--- config.mk ---
export PLATFORM = sky130hd
export DESIGN_NAME = instruction_fetch_unit
export DESIGN_NICKNAME = d
export VERILOG_FILES = /design/src/rtl/instruction_fetch_unit.sv
export SDC_FILE = /design/constraint.sdc
export NUM_CORES = 1
export LEC_CHECK = 0
export CAP_MARGIN = 20
export CORE_ASPECT_RATIO = 0.9
export CORE_MARGIN = 3
export CORE_UTILIZATION = 53
export CTS_BUF_LIST = sky130_fd_sc_hd__clkbuf_4
export CTS_CLUSTER_SIZE = 8
export DETAILED_ROUTE_END_ITERATION = 16
export HOLD_SLACK_MARGIN = 0.1
export PLACE_DENSITY = 0.83
export SLEW_MARGIN = 0
export SYNTH_ARGS = -nofsm -noshare
export SYNTH_HDL_FRONTEND = slang
export SYNTH_SLANG_ARGS = --single-unit
--- constraint.sdc ---
create_clock -name CLK -period 4 [get_ports CLK]
set_input_delay 0.6 -clock CLK [delete_from_list [all_inputs] [get_ports CLK]]
set_output_delay 0.6 -clock CLK [all_outputs]
set_load 0.01 [all_outputs]
--- src/rtl/instruction_fetch_unit.sv ---
// Instruction fetch front end: drives the instruction memory address, waits
// RD_CYCLES for the read to settle, buffers up to two {word, pc} entries and
// hands them to decode over valid/ready. A redirect flushes everything.
module instruction_fetch_unit #(
  parameter logic [63:0] RESET_PC  = 64'h0,
  parameter int unsigned RD_CYCLES = 2
) (
  input  logic        CLK,
  input  logic        resetl,
  output logic [63:0] imem_addr,
  input  logic [31:0] imem_data,
  input  logic        redirect,
  input  logic [63:0] redirect_pc,
  output logic        inst_valid,
  input  logic        inst_ready,
  output logic [31:0] inst_word,
  output logic [63:0] inst_pc,
  output logic [31:0] fetch_count
);

  localparam int unsigned AW = 64;
  localparam int unsigned DW = 32;
  localparam int unsigned CW = 4;
  localparam int unsigned OW = 2;
  localparam logic [CW-1:0] LAST_CNT = CW'(RD_CYCLES - 1);

  typedef enum logic {
    ST_WAIT = 1'b0,
    ST_HOLD = 1'b1
  } state_t;

  state_t        r_state, w_state_n;
  logic [AW-1:0] r_pc, w_pc_n;
  logic [CW-1:0] r_wait_cnt, w_wait_cnt_n;
  logic [OW-1:0] r_occ, w_occ_n;
  logic [DW-1:0] r_word0, r_word1, w_word0_n, w_word1_n;
  logic [AW-1:0] r_wpc0, r_wpc1, w_wpc0_n, w_wpc1_n;
  logic [DW-1:0] r_fetch_count, w_fetch_count_n;
  logic          w_pop;
  logic          w_sample;

  // Next-state logic: redirect first, then pop (shift head), then sample (push).
  always_comb begin
    w_state_n       = r_state;
    w_pc_n          = r_pc;
    w_wait_cnt_n    = r_wait_cnt;
    w_occ_n         = r_occ;
    w_word0_n       = r_word0;
    w_word1_n       = r_word1;
    w_wpc0_n        = r_wpc0;
    w_wpc1_n        = r_wpc1;
    w_fetch_count_n = r_fetch_count;
    w_sample        = 1'b0;
    w_pop           = (r_occ != OW'(0)) && inst_ready && !redirect;

    if (redirect) begin
      w_state_n    = ST_WAIT;
      w_pc_n       = {redirect_pc[AW-1:2], 2'b00};
      w_wait_cnt_n = '0;
      w_occ_n      = '0;
      w_word0_n    = '0;
      w_word1_n    = '0;
      w_wpc0_n     = '0;
      w_wpc1_n     = '0;
    end else begin
      // Empty slots are kept at zero so the head reads 0 when invalid.
      if (w_pop) begin
        w_word0_n = r_word1;
        w_wpc0_n  = r_wpc1;
        w_word1_n = '0;
        w_wpc1_n  = '0;
        w_occ_n   = r_occ - OW'(1);
      end

      case (r_state)
        ST_WAIT: begin
          if (r_wait_cnt == LAST_CNT) begin
            if (w_occ_n != OW'(2)) w_sample = 1'b1;
            else                   w_state_n = ST_HOLD;
          end else begin
            w_wait_cnt_n = r_wait_cnt + CW'(1);
          end
        end
        ST_HOLD: begin
          if (w_pop) w_sample = 1'b1;
        end
        default: w_state_n = ST_WAIT;
      endcase

      if (w_sample) begin
        if (w_occ_n == OW'(0)) begin
          w_word0_n = imem_data;
          w_wpc0_n  = r_pc;
        end else begin
          w_word1_n = imem_data;
          w_wpc1_n  = r_pc;
        end
        w_occ_n         = w_occ_n + OW'(1);
        w_pc_n          = r_pc + AW'(4);
        w_wait_cnt_n    = '0;
        w_fetch_count_n = r_fetch_count + DW'(1);
        w_state_n       = ST_WAIT;
      end
    end
  end

  // State and buffer registers with asynchronous reset.
  always_ff @(posedge CLK or negedge resetl) begin
    if (!resetl) begin
      r_state       <= ST_WAIT;
      r_pc          <= RESET_PC;
      r_wait_cnt    <= '0;
      r_occ         <= '0;
      r_word0       <= '0;
      r_word1       <= '0;
      r_wpc0        <= '0;
      r_wpc1        <= '0;
      r_fetch_count <= '0;
    end else begin
      r_state       <= w_state_n;
      r_pc          <= w_pc_n;
      r_wait_cnt    <= w_wait_cnt_n;
      r_occ         <= w_occ_n;
      r_word0       <= w_word0_n;
      r_word1       <= w_word1_n;
      r_wpc0        <= w_wpc0_n;
      r_wpc1        <= w_wpc1_n;
      r_fetch_count <= w_fetch_count_n;
    end
  end

  assign imem_addr   = r_pc;
  assign inst_valid  = (r_occ != OW'(0));
  assign inst_word   = r_word0;
  assign inst_pc     = r_wpc0;
  assign fetch_count = r_fetch_count;

endmodule
==> impl_metrics.py, run 1 <==
metrics = {
    "run_status": {
        "status": "finished, final reports clean",
    },
    "die": {
        "die_w_um": 176.6,
        "ioPinCount": 293,
        "fp-row-count": 55,
        "start_util": 0.5450,
        "core_mm2": 0.02546,
        "die-area_mm2": 0.02816,
        "die_h_um": 159.5,
    },
    "worst_setup_path": {
        "path_cells": "inv_1, ha_1, nor3b_4, buf_4, nor3_1, a31oi_1, nand2b_4, buf_12, nor2_1, a311oi_1",
        "crit_fanout": 84,
        "cp_slowest_stage_delay_ns": 0.54,
        "cp.arrival_ns": 4.06,
        "startpoint_type": "flop",
        "path_buf_inv": 3,
        "crit_path_end_kind": "flop",
        "slowest_stage": "buf_4",
        "path_class": "reg2reg",
        "critPathRequiredTime_ns": 4.55,
        "cp_top_family": "buffers and inverters",
    },
    "drt": {
        "dr.pass1.iters": 6,
        "drt_iter0_drc": 1318,
        "detail_route.wl_per_cell_um": 17.97,
        "ant_nets": 0,
        "wl_um": 39530,
        "drcViolationCount": 0,
        "vias_per_cell": 5.737,
        "vias": 12620,
    },
    "timing": {
        "rsz0062_at_grt": "no",
        "max_slew_margin": 0.3749,
        "setup_viol": 0,
        "hold_violations": 0,
        "fin_crit_ns": 3.509,
        "skew_ns": 0.05839,
        "max_freq_mhz": 285.0,
        "tightest_slew_ns": 0.9376,
        "fin_tns_setup_ns": 0,
        "drv_slew": 0,
        "post-route-period-util": 0.8772,
    },
    "final_layout": {
        "nets": 1914,
        "area_growth_pct": 29.64,
        "final_area_mm2": 0.01799,
        "fill_cells": 1923,
        "drive_above_1_share": 0.1002,
    },
    "job": {
        "drv_cap": 0,
    },
    "yosys": {
        "synth_compound_area_frac": 0.1206,
        "yosys-top-cells-area": "dfrtp_1, nand2_1, a311oi_1",
        "yosys.area_share.adder": 0.004509,
        "synthesis.instances": 1528,
        "syn_area_mm2": 0.01388,
        "netlist.area_leader.share": 0.5284,
        "synth_seq_area_share": 0.5284,
        "synth_area_leader_cell": "dfrtp_1",
        "synth_edf_count": 0,
        "ys_ff_latch": 293,
        "yosys-top-cells-count": "nand2_1, dfrtp_1, nor2_1",
        "yosys_warnings": 0,
        "synth_ff_type": "dfrtp_1",
        "synth_top_family_by_area": "simple AND/OR/NAND/NOR gates",
        "async_flop_share": 1.000,
        "avgSynthCellArea_um2": 9.081,
        "synth.most_common_cell": "nand2_1",
        "yosys-mux-area-fraction": 0.01145,
        "synth_cell_types": 47,
        "synth_simple_gate_area_frac": 0.2309,
        "yosys.area_share.xor_xnor": 0.06123,
    },
    "cts": {
        "clock_latency_ns": 0.69,
        "holdBufCountCts": 1,
        "clkSinkCount": 293,
        "cts_setup_buffers": 0,
        "clock_path_buffers": 3,
        "cts-root-buf": "clkbuf_4",
        "cts_tree": "yes",
        "cts.clk_slew.worst_paths_ns": 0.06,
        "numCtsBuffers": 80,
        "htree_levels": 3,
        "cts_resized": 0,
    },
    "placement": {
        "io_buffers": 288,
        "place_area_mm2": 0.01703,
        "gp_congestion": 0.8403,
        "dp_hpwl_um": 25030,
    },
    "grt": {
        "grt_pass1_wl_um": 64360,
        "grt_overflow": 0,
        "grt_max_degree": 157,
        "antenna_found_initial": 2,
        "track_usage": 0.2764,
        "grt_pass1_vias": 12610,
    },
    "min_path": {
        "holdCritPathClass": "in2reg",
    },
    "power": {
        "leakagePower_nw": 7.556,
        "power_density_mw_per_mm2": 570.8,
        "ir_drop_mv": 0.3484,
    },
}
==> logic make-up after synthesis <==
family | after synthesis
AOI/OAI and AO/OA | 252
other | 1
muxes | 14
and+or+nand+nor | 722
adders and majority gates | 5
xor gates and xnor gates | 97
DFF | 293
buffers and inverters | 144
==> registers in the layout, summed over array words and instances (netlist names) <==
name,count
inst_word,32
imem_addr,62
r_occ,2
r_wait_cnt,4
fetch_count,32
inst_pc,64
r_state,1
r_word1,32
r_wpc1,64
==> final cells by class <==
| type | instances | area [um2] | area share |
|---|---|---|---|
| Timing Repair Buffer | 314 | 3177 | 0.1766 |
| Clock inverter | 16 | 95.09 | 0.005286 |
| Multi-Input combinational cell | 1092 | 5993 | 0.3332 |
| Sequential cell | 293 | 7332 | 0.4076 |
| Antenna cell | 1 | 2.502 | 0.0001391 |
| Inverter | 28 | 105.1 | 0.005843 |
| Clock buffer | 114 | 855.8 | 0.04758 |
| Tap cell | 342 | 427.9 | 0.02379 |
==> path summary, 6_finish.rpt <==
check	from	to	slack [ns]	cells past startpoint
hold reg to reg	fetch_count[31]	fetch_count[31]	0.47	1
setup / recovery	r_occ[0]	inst_word[29]	0.49	10
hold / removal	redirect	inst_pc[4]	0.22	2
min in group asynchronous	resetl	inst_pc[16]	0.53	2
max in group asynchronous	resetl	r_word1[19]	2.22	3
setup reg to reg	r_occ[0]	inst_word[29]	0.49	10
==> per-layer routing <==
layer / track usage / up-vias / wire (um)
met5: 0 / - / 13
met4: 0.1017 / 2 / 1007
met3: 0.07368 / 80 / 3447
met2: 0.4361 / 572 / 18730
met1: 0.3691 / 6144 / 16330
li1: - / 5823 / -
==> metrics by stage <==
step	util	hold slack (ns)	worst slack, ns	total power, W	cells
floorplan	-	0.3044	1.158	0.005900	1529
global placement	0.6686	0.4563	0.5057	0.007573	2068
detailed placement	0.6686	0.4575	0.3793	0.007699	2068
CTS	0.7064	0.1723	0.5036	0.01032	2199
global route	0.7065	0.1907	0.1562	0.01088	2200
finish	0.7065	0.2201	0.4912	0.01027	2200
==> worst register-to-register path: stages (launching register included) <==
cell and delay [ns]:
dfrtp_1 0.48, inv_1 0.19, ha_1 0.30, nor3b_4 0.26, buf_4 0.54, nor3_1 0.09, a31oi_1 0.30, nand2b_4 0.42
buf_12 0.36, nor2_1 0.13, a311oi_1 0.36
==> placed cells by master, fill, tap and decap left out, types with 28 or more instances in the layout <==
cell type        count
a21oi_1             89
a311oi_1            94
clkbuf_4           114
clkdlybuf4s50_1    286
dfrtp_1            293
inv_1               28
nand2_1            364
nand3_1             73
nor2_1             172
nor3_1              37
o21ai_0             42
xnor2_1             70
==> where the power goes <==
part | total [W] | leakage, nW | internal [W] | switching [W]
registers | 0.00427 | 3.90 | 0.00369 | 0.000581
clock network | 0.00258 | 0.567 | 0.00136 | 0.00122
logic | 0.00341 | 3.09 | 0.00160 | 0.00181
total | 0.0103 | 7.56 | 0.00666 | 0.00361
No activity file was read; power rests on OpenSTA's default activity.
==> run 2: changes to the inputs <==
==> constraint.sdc (replaced) <==
create_clock -name CLK -period 4 [get_ports CLK]
set_input_delay 0.6 -clock CLK [delete_from_list [all_inputs] [get_ports CLK]]
set_output_delay 0.6 -clock CLK [all_outputs]
set_load 0.1 [all_outputs]
==> impl_metrics.py, run 2 (same netlist as run 1, synthesis figures left out) <==
metrics = {
    "worst_setup_path": {
        "crit_path_end_kind": "flop",
        "worstRegToRegCells": 9,
        "critPathRequiredTime_ns": 4.58,
        "path_buf_inv": 2,
        "cp.arrival_ns": 4.10,
        "crit_fanout": 33,
        "path_cells": "inv_1, ha_1, nor3b_4, mux2i_2, nand3_1, nor2_1, nand2_2, buf_12, a22oi_1",
        "regToRegEndpoint": "r_wpc1[59]",
        "path_class": "reg2reg",
        "cp_slowest_stage_delay_ns": 0.56,
        "cp_top_family": "simple AND/OR/NAND/NOR gates",
        "slowest_stage": "mux2i_2",
        "startpoint_type": "flop",
        "r2r-start": "r_occ[0]",
        "r2r_slack_ns": 0.48,
    },
    "timing": {
        "post-route-period-util": 0.8809,
        "drv_slew": 0,
        "max_slew_margin": 0.2787,
        "skew_ns": 0.04904,
        "fin_crit_ns": 3.524,
        "rsz0062_at_grt": "no",
        "max_freq_mhz": 283.8,
        "setup_viol": 0,
        "hold_violations": 0,
        "tightest_slew_ns": 1.079,
        "hold_slack_ns": 0.2065,
        "fin_tns_setup_ns": 0,
    },
    "placement": {
        "dp_hpwl_um": 25800,
        "io_buffers": 288,
        "gp_congestion": 0.8592,
        "placed_cells": 2069,
        "place_area_mm2": 0.01703,
    },
    "final_layout": {
        "layout_common_cells": "nand2_1, dfrtp_1, clkdlybuf4s50_1",
        "area.sequential_mm2": 0.007332,
        "nets": 1913,
        "drive_above_1_share": 0.1025,
        "final_cell_count_no_fill": 2207,
        "final_common_cell": "nand2_1",
        "multi_input_area_mm2": 0.005993,
        "area_growth_pct": 30.48,
        "fill_cells": 1910,
        "final_area_mm2": 0.01810,
    },
    "cts": {
        "htree_levels": 3,
        "clkSinkCount": 293,
        "cts_setup_buffers": 0,
        "cts-root-buf": "clkbuf_4",
        "clock_latency_ns": 0.70,
        "numCtsBuffers": 78,
        "clock_path_buffers": 3,
        "cts_resized": 0,
        "cts.clk_slew.worst_paths_ns": 0.06,
        "cts_tree": "yes",
    },
    "drt": {
        "wl_um": 40480,
        "vias": 12830,
        "detail_route.wl_per_cell_um": 18.34,
        "drcViolationCount": 0,
        "ant_nets": 0,
        "dr.pass1.iters": 7,
        "vias_per_cell": 5.814,
        "drt_iter0_drc": 1366,
    },
    "min_path": {
        "holdPathStages": 2,
        "holdPathEnd": "r_wpc1[4]",
        "holdCritPathClass": "in2reg",
        "hold_start": "redirect",
    },
    "grt": {
        "grt_pass1_wl_um": 65540,
        "grt_max_degree": 101,
        "grt_pass1_vias": 12700,
        "track_usage": 0.2821,
        "grt_overflow": 0,
        "antenna_found_initial": 4,
    },
    "run_status": {
        "status": "finished, final reports clean",
    },
    "die": {
        "core_mm2": 0.02546,
        "fp-row-count": 55,
        "die_w_um": 176.6,
        "die-area_mm2": 0.02816,
        "ioPinCount": 293,
        "die_h_um": 159.5,
        "start_util": 0.5450,
    },
    "power": {
        "power_density_mw_per_mm2": 774.1,
        "ir_drop_mv": 0.5704,
        "leakagePower_nw": 7.618,
    },
    "job": {
        "drv_cap": 0,
    },
}
==> run 2: cell types whose count changed in the layout (fill, tap and decap cells not counted) <==
cell             previous run  this run
clkinv_1                   10        12
clkinv_2                    1         0
clkdlybuf4s50_1           286       285
clkinv_4                    0         1
bufinv_16                   1         4
clkinvlp_4                  2         0
buf_4                      18        20
clkbuf_4                  114       118
diode_2                     1         2
inv_2                       2         0
==> run 2: worst max-delay path by stage <==
stage                        from            end  slack (ns)  cells past startpoint
finish                   r_occ[0]     r_wpc1[59]        0.48                      9
global route             r_occ[0]     r_wpc1[27]        0.17                      9
CTS                      r_occ[0]     r_wpc1[59]        0.49                      9
detailed placement     inst_ready     r_wpc1[59]        0.43                      8
global placement       inst_ready     r_wpc1[31]        0.59                      8
floorplan           imem_addr[15]  imem_addr[43]        1.01                      8
==> run 2: per-layer routing <==
| layer | track usage | vias to the layer above | part of all wire | wire [um] |
|---|---|---|---|---|
| met3 | 0.06962 | 113 | 0.086 | 3478 |
| met2 | 0.4356 | 585 | 0.47 | 19060 |
| met1 | 0.3821 | 6315 | 0.41 | 16490 |
| met4 | 0.1196 | 4 | 0.035 | 1423 |
| li1 | - | 5814 | - | - |
| met5 | 0 | - | 0.00067 | 27 |
==> run 2: metrics by stage <==
stage,utilization,setup WS [ns],total power (W)
2_1_floorplan,-,1.005,0.009319
3_3_place_gp,0.6688,0.5853,0.01104
3_5_place_dp,0.6688,0.4284,0.01118
4_1_cts,0.7109,0.4917,0.01406
5_1_grt,0.7111,0.1749,0.01459
6_report,0.7111,0.4763,0.01401
==> run 2: cell type report <==
| class | instances | share of cell area |
|---|---|---|
| Antenna cell | 2 | 0.0002764 |
| Sequential cell | 293 | 0.4050 |
| Tap cell | 342 | 0.02364 |
| Clock inverter | 17 | 0.009606 |
| Multi-Input combinational cell | 1092 | 0.3310 |
| Clock buffer | 118 | 0.04893 |
| Inverter | 28 | 0.005805 |
| Timing Repair Buffer | 315 | 0.1757 |
==> run 2: power by group <==
group / internal (W) / total [W] / switching (W)
Sequential: 0.00369 / 0.00428 / 0.000587
Clock: 0.00160 / 0.00284 / 0.00124
Combinational: 0.00159 / 0.00689 / 0.00530
Total: 0.00688 / 0.0140 / 0.00714
==> run 2: what timing repair did <==
item / in CTS / in global routing
setup endpoints to repair: 0 / 0
hold buffers: 1 / 0
endpoints found under the hold margin: 96 / 0
==> run 3: changes to the inputs <==
--- a/config.mk
+++ b/config.mk
@@ -18,3 +18,4 @@
 export SYNTH_ARGS = -nofsm -noshare
 export SYNTH_HDL_FRONTEND = slang
 export SYNTH_SLANG_ARGS = --single-unit
+export TNS_END_PERCENT = 5
==> results of run 3 <==
No change in the layout: final DEF, timing and power equal those of run 2.
